`config.mk`:
```
export PLATFORM = sky130hd
export DESIGN_NAME = bus_arbiter_rr
export DESIGN_NICKNAME = d
export VERILOG_FILES = /design/src/rtl/bus_arbiter_rr.sv
export SDC_FILE = /design/constraint.sdc
export NUM_CORES = 1
export LEC_CHECK = 0
export ABC_AREA = 1
export BUFFER_PORTS_ARGS = -buffer_cell sky130_fd_sc_hd__buf_2
export CAP_MARGIN = 20
export CELL_PAD_IN_SITES_DETAIL_PLACEMENT = 0
export CELL_PAD_IN_SITES_GLOBAL_PLACEMENT = 1
export CORE_UTILIZATION = 41
export DETAILED_ROUTE_END_ITERATION = 6
export GPL_ROUTABILITY_DRIVEN = 0
export PLACE_DENSITY_LB_ADDON = 0.1
export SETUP_SLACK_MARGIN = 0.15
export SLEW_MARGIN = 10
export SYNTH_ARGS = -nofsm -noshare
export SYNTH_HDL_FRONTEND = slang
export SYNTH_SLANG_ARGS = --single-unit
```
`constraint.sdc`:
```
create_clock -name clk -period 3.28 [get_ports clk]
set_input_delay 0.492 -clock clk [delete_from_list [all_inputs] [get_ports clk]]
set_output_delay 0.492 -clock clk [all_outputs]
set_load 0.05 [all_outputs]
```
`src/rtl/bus_arbiter_rr.sv`:
```
// Bus arbiter: grants one of N_MASTERS, shifts in a serial slave address, holds the connection until release.
// Grant is registered on the request edge; the address takes SADDR_W more edges. Round-robin search when ARB_ROUND_ROBIN_EN is defined.
module bus_arbiter_rr #(
  parameter int N_MASTERS = 2,
  parameter int MIDX_W    = 1,
  parameter int N_SLAVES  = 3,
  parameter int SADDR_W   = 2
) (
  input  logic                 clk,
  input  logic                 reset,
  input  logic [N_MASTERS-1:0] m_request,
  input  logic                 slave_select,
  output logic [N_MASTERS-1:0] m_grant,
  output logic [MIDX_W-1:0]    bus_grant,
  output logic                 busy,
  output logic [N_SLAVES-1:0]  slave_grant,
  output logic                 addr_err
);

  localparam int CNT_W = $clog2(SADDR_W + 1);

  typedef enum logic [1:0] {IDLE, ADDR, CONNECT} state_t;

  state_t               state, state_nxt;
  logic [SADDR_W-1:0]   addr_q, addr_nxt, addr_shift;
  logic [CNT_W-1:0]     cnt_q, cnt_nxt;
  logic [N_MASTERS-1:0] m_grant_nxt;
  logic [MIDX_W-1:0]    bus_grant_nxt;
  logic                 busy_nxt;
  logic [N_SLAVES-1:0]  slave_grant_nxt;
  logic                 addr_err_nxt;
  logic [MIDX_W-1:0]    winner;
  logic                 owner_req;

`ifdef ARB_ROUND_ROBIN_EN
  logic [MIDX_W-1:0] rr_ptr, rr_ptr_nxt;
  logic [MIDX_W-1:0] w_hi, w_lo;
  logic              found_hi;

  // Lowest requester above the pointer wins; otherwise wrap to the lowest requester overall.
  always_comb begin
    w_hi     = '0;
    w_lo     = '0;
    found_hi = 1'b0;
    for (int i = N_MASTERS - 1; i >= 0; i--) begin
      if (m_request[i]) begin
        w_lo = MIDX_W'(i);
        if (i > int'(rr_ptr)) begin
          w_hi     = MIDX_W'(i);
          found_hi = 1'b1;
        end
      end
    end
    winner = found_hi ? w_hi : w_lo;
  end
`else
  always_comb begin
    winner = '0;
    for (int i = N_MASTERS - 1; i >= 0; i--) begin
      if (m_request[i]) winner = MIDX_W'(i);
    end
  end
`endif

  assign owner_req  = |(m_request & m_grant);
  assign addr_shift = SADDR_W'({addr_q, slave_select});

  always_comb begin
    state_nxt       = state;
    m_grant_nxt     = m_grant;
    bus_grant_nxt   = bus_grant;
    busy_nxt        = busy;
    slave_grant_nxt = slave_grant;
    addr_err_nxt    = 1'b0;
    addr_nxt        = addr_q;
    cnt_nxt         = cnt_q;
`ifdef ARB_ROUND_ROBIN_EN
    rr_ptr_nxt      = rr_ptr;
`endif
    case (state)
      IDLE: begin
        if (|m_request) begin
          for (int i = 0; i < N_MASTERS; i++) m_grant_nxt[i] = (int'(winner) == i);
          bus_grant_nxt = winner;
          busy_nxt      = 1'b1;
          cnt_nxt       = '0;
          addr_nxt      = '0;
          state_nxt     = ADDR;
`ifdef ARB_ROUND_ROBIN_EN
          rr_ptr_nxt    = winner;
`endif
        end
      end
      ADDR, CONNECT: begin
        if (!owner_req) begin
          // Release beats everything, including a completing address bit.
          m_grant_nxt     = '0;
          bus_grant_nxt   = '0;
          busy_nxt        = 1'b0;
          slave_grant_nxt = '0;
          cnt_nxt         = '0;
          addr_nxt        = '0;
          state_nxt       = IDLE;
        end else if (state == ADDR) begin
          addr_nxt = addr_shift;
          if (cnt_q == CNT_W'(SADDR_W - 1)) begin
            if (int'(addr_shift) < N_SLAVES) begin
              for (int s = 0; s < N_SLAVES; s++) slave_grant_nxt[s] = (int'(addr_shift) == s);
            end else begin
              addr_err_nxt = 1'b1;
            end
            state_nxt = CONNECT;
          end else begin
            cnt_nxt = cnt_q + CNT_W'(1);
          end
        end
      end
      default: state_nxt = IDLE;
    endcase
  end

  always_ff @(posedge clk or negedge reset) begin
    if (!reset) begin
      state       <= IDLE;
      m_grant     <= '0;
      bus_grant   <= '0;
      busy        <= 1'b0;
      slave_grant <= '0;
      addr_err    <= 1'b0;
      addr_q      <= '0;
      cnt_q       <= '0;
`ifdef ARB_ROUND_ROBIN_EN
      rr_ptr      <= MIDX_W'(N_MASTERS - 1);
`endif
    end else begin
      state       <= state_nxt;
      m_grant     <= m_grant_nxt;
      bus_grant   <= bus_grant_nxt;
      busy        <= busy_nxt;
      slave_grant <= slave_grant_nxt;
      addr_err    <= addr_err_nxt;
      addr_q      <= addr_nxt;
      cnt_q       <= cnt_nxt;
`ifdef ARB_ROUND_ROBIN_EN
      rr_ptr      <= rr_ptr_nxt;
`endif
    end
  end

endmodule

```
* Yosys cells after proc, flatten, opt, wreduce, memory -nomap -nowiden *
Cells that the tools add are included.

storage, ports and cells
  flip-flop bits (word level) = 13
  latch bits = 0
  RAM bits = 0
  memory bits (read-only) = 0
  input port bits = 5
  output and inout port bits = 8
  word-level logic and storage cells = 68
  memories = 0

operators by class
  $add $sub $neg = 1
  multipliers = 0
  div/mod/pow operators = 0
  order comparisons = 1
  equal/unequal tests = 13
  shift-type cells = 0
  muxes and demuxes = 32
  bitwise operators = 2
  reduce and logical (&&, ||, !) cells = 11

operator list
  operator                                                                  number
  2-bit two-way mux                                                         10
  1-bit two-way mux                                                         12
  3-bit two-way mux                                                         4
  2-bit case mux with 2 select lines                                        3
  3-bit inequality test (second input constant)                             3
  3-bit AND reduction                                                       3
  4-bit AND reduction                                                       2
  2-bit equality test (second input constant)                               3
  2-bit by 1-bit inequality test with 1-bit output (second input constant)  3
  1-bit case mux with 2 select lines                                        3
  2-bit OR reduction                                                        3
  2-bit by 1-bit equality test with 1-bit output (second input constant)    2
  2-bit zero test                                                           2
  2-bit inequality test (second input constant)                             2
  2-bit by 1-bit adder with 2-bit output (second input constant)            1
  2-bit AND                                                                 1
  2-bit less-than comparator (second input constant)                        1
  2-bit nonzero test                                                        1
  1-bit NOT                                                                 1

* Logic depth before layout (Yosys ltp) *
  depth after elaboration = 6
  mapped depth = 7
  depth with buffers taken out = 7

* Worst setup path after synthesis *
No wires, ideal clock.

  kind = reg-to-output
  from = reg m_grant[1]
  to = out m_grant[1]
  arrival = 921 ps
  required time = 2788 ps
  path slack = 1867 ps
  stages on the path, launching flop included = 2
  buffers on the path = 1
  cells stage by stage = dfrtp_1 buf_4

RTL lines
  item                    line  text
  from (decl)             13    output logic [N_MASTERS-1:0] m_grant,
  from (signal assigned)  137   m_grant <= m_grant_nxt;

No word-level cell between the ends.

* Worst setup path in the final report *
  from = reg state[0]
  to = reg slave_grant[0]

on the way
  longest elaborated chain between the ends = 3
  elaborated cells on any way between the ends = 5
  those cells by class = 3 x eq/ne; 2 x reduce/logical

RTL lines
  item                                                                                                     line     text
  from (decl)                                                                                              24       state_t state, state_nxt;
  from (signal assigned)                                                                                   136      state <= state_nxt;
  2-bit by 1-bit equality test with 1-bit output / 2-bit equality test (equally long branches)             80, 104
  2-bit by 1-bit inequality test with 1-bit output (no line) / 2-bit OR reduction (equally long branches)  --
  4-bit AND reduction (no line) (*)                                                                        --
  to (signal assigned)                                                                                     140      slave_grant <= slave_grant_nxt;
  to (decl)                                                                                                16       output logic [N_SLAVES-1:0] slave_grant,

Mark *: on every way between the ends. The rest lies on a longest branch, timed or not.
A chain may end at the register's enable or synchronous reset.

==> metrics.md <==
| Metric | Value |
|---|---|
| CTS Hold Bufs | 0 |
| Rows | 14 |
| Leak | ~0.46 nW |
| Cell Count, Final, Fillers Out | about 120 |
| Req. time, crit path | approximately 3500 ps |
| ANT nets after route | 0 |
| Setup TNS | 0 ps |
| TritonCTS clock tree | yes |
| Drt pass-1 iters | 5 |
| R2R depth | 7 |
| Setup Skew | 3.73 ps |
| Die Ht | between 40 and 50 µm |
| Total track usage | between 10% and 20% |
| Root buffer cell | clkbuf_4 |
| Critical path depth | 7 |
| CTS clk-pin slew, worst paths | roughly 80 ps |
| Design area | between 800 and 900 µm² |
| Die ar. | about 0.0019 mm² |
| Post-Syn Nets | 97 |
| Cell family with most CP delay | flip-flops |
| Fraction of layout cells with a size suffix above 1 | between 20% and 30% |
| Commonest non-fill, non-tap cell in the layout | nand2_1 |
| WP buf/inv | 2 |
| CP Capture Type | flop |
| Area of the multi-input gates | around 360 µm² |
| Final wirelength | ~1.2 mm |
| Post_cts resized | 0 |
| Headroom to the max-slew limit | 81.2% |
| Max stage delay on crit path | 410 ps |
| Post-DP HPWL | approximately 920 µm |
| Port Buffers | 12 |
| Placed cells | 114 |
| Antenna Cells | 0 |
| Most frequent cells in the layout | nand2_1, dfrtp_1, buf_2 |
| Filler cells | about 150 |
| Critical-path cell list | inv_1 > ha_1 > inv_2 > a21oi_4 > nand2_2 > nand2_1 > nand2_1 |
| Routed vias | 557 |
| Setup crit start | state[0]$_DFFE_PN0P_ |
| Maximum clock frequency | between 600 and 700 MHz |
| Flops & latches, synth | 12 |
| Minimum clock period | about 1400 ps |
| Worst-margin pin slew | around 280 ps |
| Failing checks | design-rule violations |
| Remaining Overflow, GRT | 0 |
| CP max-delay cell | dfrtp_1 |
| FF-to-FF Start | state[0]$_DFFE_PN0P_ |
| Hold Crit Class | in2async |
| Fin crit share | around 44% |
| Fin. Hold Viols | 0 |
| Worst skew pair latency | about 280 ps |
| Max-slew violations | 0 |
| Avg Cell Area, Syn | slightly above 8 µm² |
| RSZ-0062 raised after global routing | no |
| CTS Buf Count | 3 |
| Clock sink count | 12 |
| CP arrival | around 1600 ps |
| Peak supply drop | 0.000501 V |
| Ys Warns | 0 |
| Mapped Area | ~700 µm² |
| Initial antenna violation count | 0 |
| Gate Count Post-Synth | just under 90 |
| Finish-stage setup viols | 0 |
| Pin count of the biggest net entering global routing | 13 |
| DRC viols | 7 |
| FF+latch area | 300 µm² |
| Sequential area share after synthesis | 42.8% |
| Clock buffer depth | 2 |
| Status | finished with violations |
| Setup Fix Bufs, Post-CTS | 0 |
| Initial DRC count | 15 |
| Cell mode on critical path | nand2_1 |
| Die W | between 40 and 50 µm |
| Critical path class | reg2reg |
| WL per Instance | around 10 µm |
| Starting Density | about 45% |
| Via density | 4.72 |
| Max-cap viol count | 0 |
| Number of global-route vias before repair | roughly 530 |
| Worst-path maximum fanout | 5 |
| Synthesis-to-finish area growth | 15.5% |
| First-pass GRT wire length | 2.13 mm |
| Number of top-level design ports | 13 |
| Crit path launch type | flop |
| # H-tree levels | 1 |
| Area after DPL | between 700 and 800 µm² |
| Final net count | around 110 |
| Core area | 0.00156 mm² |
| Yosys cell types | 16 |
| PwrDens | approximately 910 mW/mm² |
==> stage by stage <==
| stage | setup slack, ps | power, mW | util, % | hold WS [ps] |
|---|---|---|---|---|
| after detailed placement | 1870 | 0.616 | 49.7 | 388 |
| after global placement | 1900 | 0.618 | 49.7 | 388 |
| final | 1840 | 0.734 | 52.0 | 74.5 |
| after global routing | 1690 | 0.795 | 52.0 | 87.5 |
| after floorplan | 1870 | 0.546 | - | 196 |
| after CTS | 1830 | 0.739 | 52.0 | 82.6 |
==> final timing paths <==
| kind | end | slack (ps) |
|---|---|---|
| max | slave_grant[0]$_DFFE_PN0P_ | 1840 |
| max reg2reg | slave_grant[0]$_DFFE_PN0P_ | 1840 |
| max in group asynchronous | addr_q[0]$_DFFE_PN0P_ | 2990 |
| min reg2reg | slave_grant[1]$_DFFE_PN0P_ | 470 |
| min | m_grant[0]$_DFFE_PN0P_ | 70 |
| min in group clk | slave_grant[1]$_DFFE_PN0P_ | 470 |
==> logic make-up after synthesis <==
group	Yosys count	share of synthesized area (%)
simple gates	54	34.6
flops	12	42.8
buf+inv	10	5.88
compound gates	6	7.84
fa+ha+maj	5	8.91
==> flip-flops by register name (all words and copies together) (netlist names) <==
signal / flops
state: 2
cnt_q: 2
addr_q: 1
addr_err: 1
m_grant: 2
busy: 1
slave_grant: 3
==> worst register-to-register path, delay by kind of cell (launching register included) <==
| family | cells | cell delay (ps) |
|---|---|---|
| compound gates | 1 | 160 |
| fa+ha+maj | 1 | 410 |
| buf+inv | 2 | 180 |
| flops | 1 | 410 |
| simple gates | 3 | 180 |
==> per-layer routing <==
layer	wire length (µm)	share of wire [%]	track usage [%]
met1	599	50	20.8
met2	517	43	23.6
met3	42	3.5	3.75
met4	33	2.8	9.38
met5	0	0	0
==> Yosys cell counts <==
cell | number | area [µm²]
a21oi_4 | 2 | 32.5
ha_1 | 5 | 62.6
dfrtp_1 | 12 | 300
nand2_2 | 2 | 12.5
nand3_2 | 1 | 10.0
nand2_4 | 2 | 22.5
inv_2 | 1 | 3.75
buf_4 | 1 | 7.51
nand3_1 | 10 | 50.1
o21ai_1 | 2 | 10.0
nand2_1 | 29 | 109
nor2_1 | 9 | 33.8
o211ai_1 | 1 | 7.51
nor3_1 | 1 | 5.00
inv_1 | 8 | 30.0
o21ai_0 | 1 | 5.00
==> final cells by class <==
| cell class | count | area share, % |
|---|---|---|
| Clock buffer | 4 | 4.48 |
| Timing Repair Buffer | 12 | 7.41 |
| Tap cell | 16 | 2.47 |
| Sequential cell | 12 | 37.0 |
| Inverter | 9 | 4.17 |
| Multi-Input combinational cell | 65 | 44.4 |
==> power by group <==
part / total, mW / internal, mW / switching, mW
Sequential: 0.225 / 0.193 / 0.0324
Clock: 0.121 / 0.0675 / 0.0537
Combinational: 0.388 / 0.106 / 0.282
Power figures use the tool's default switching activity.
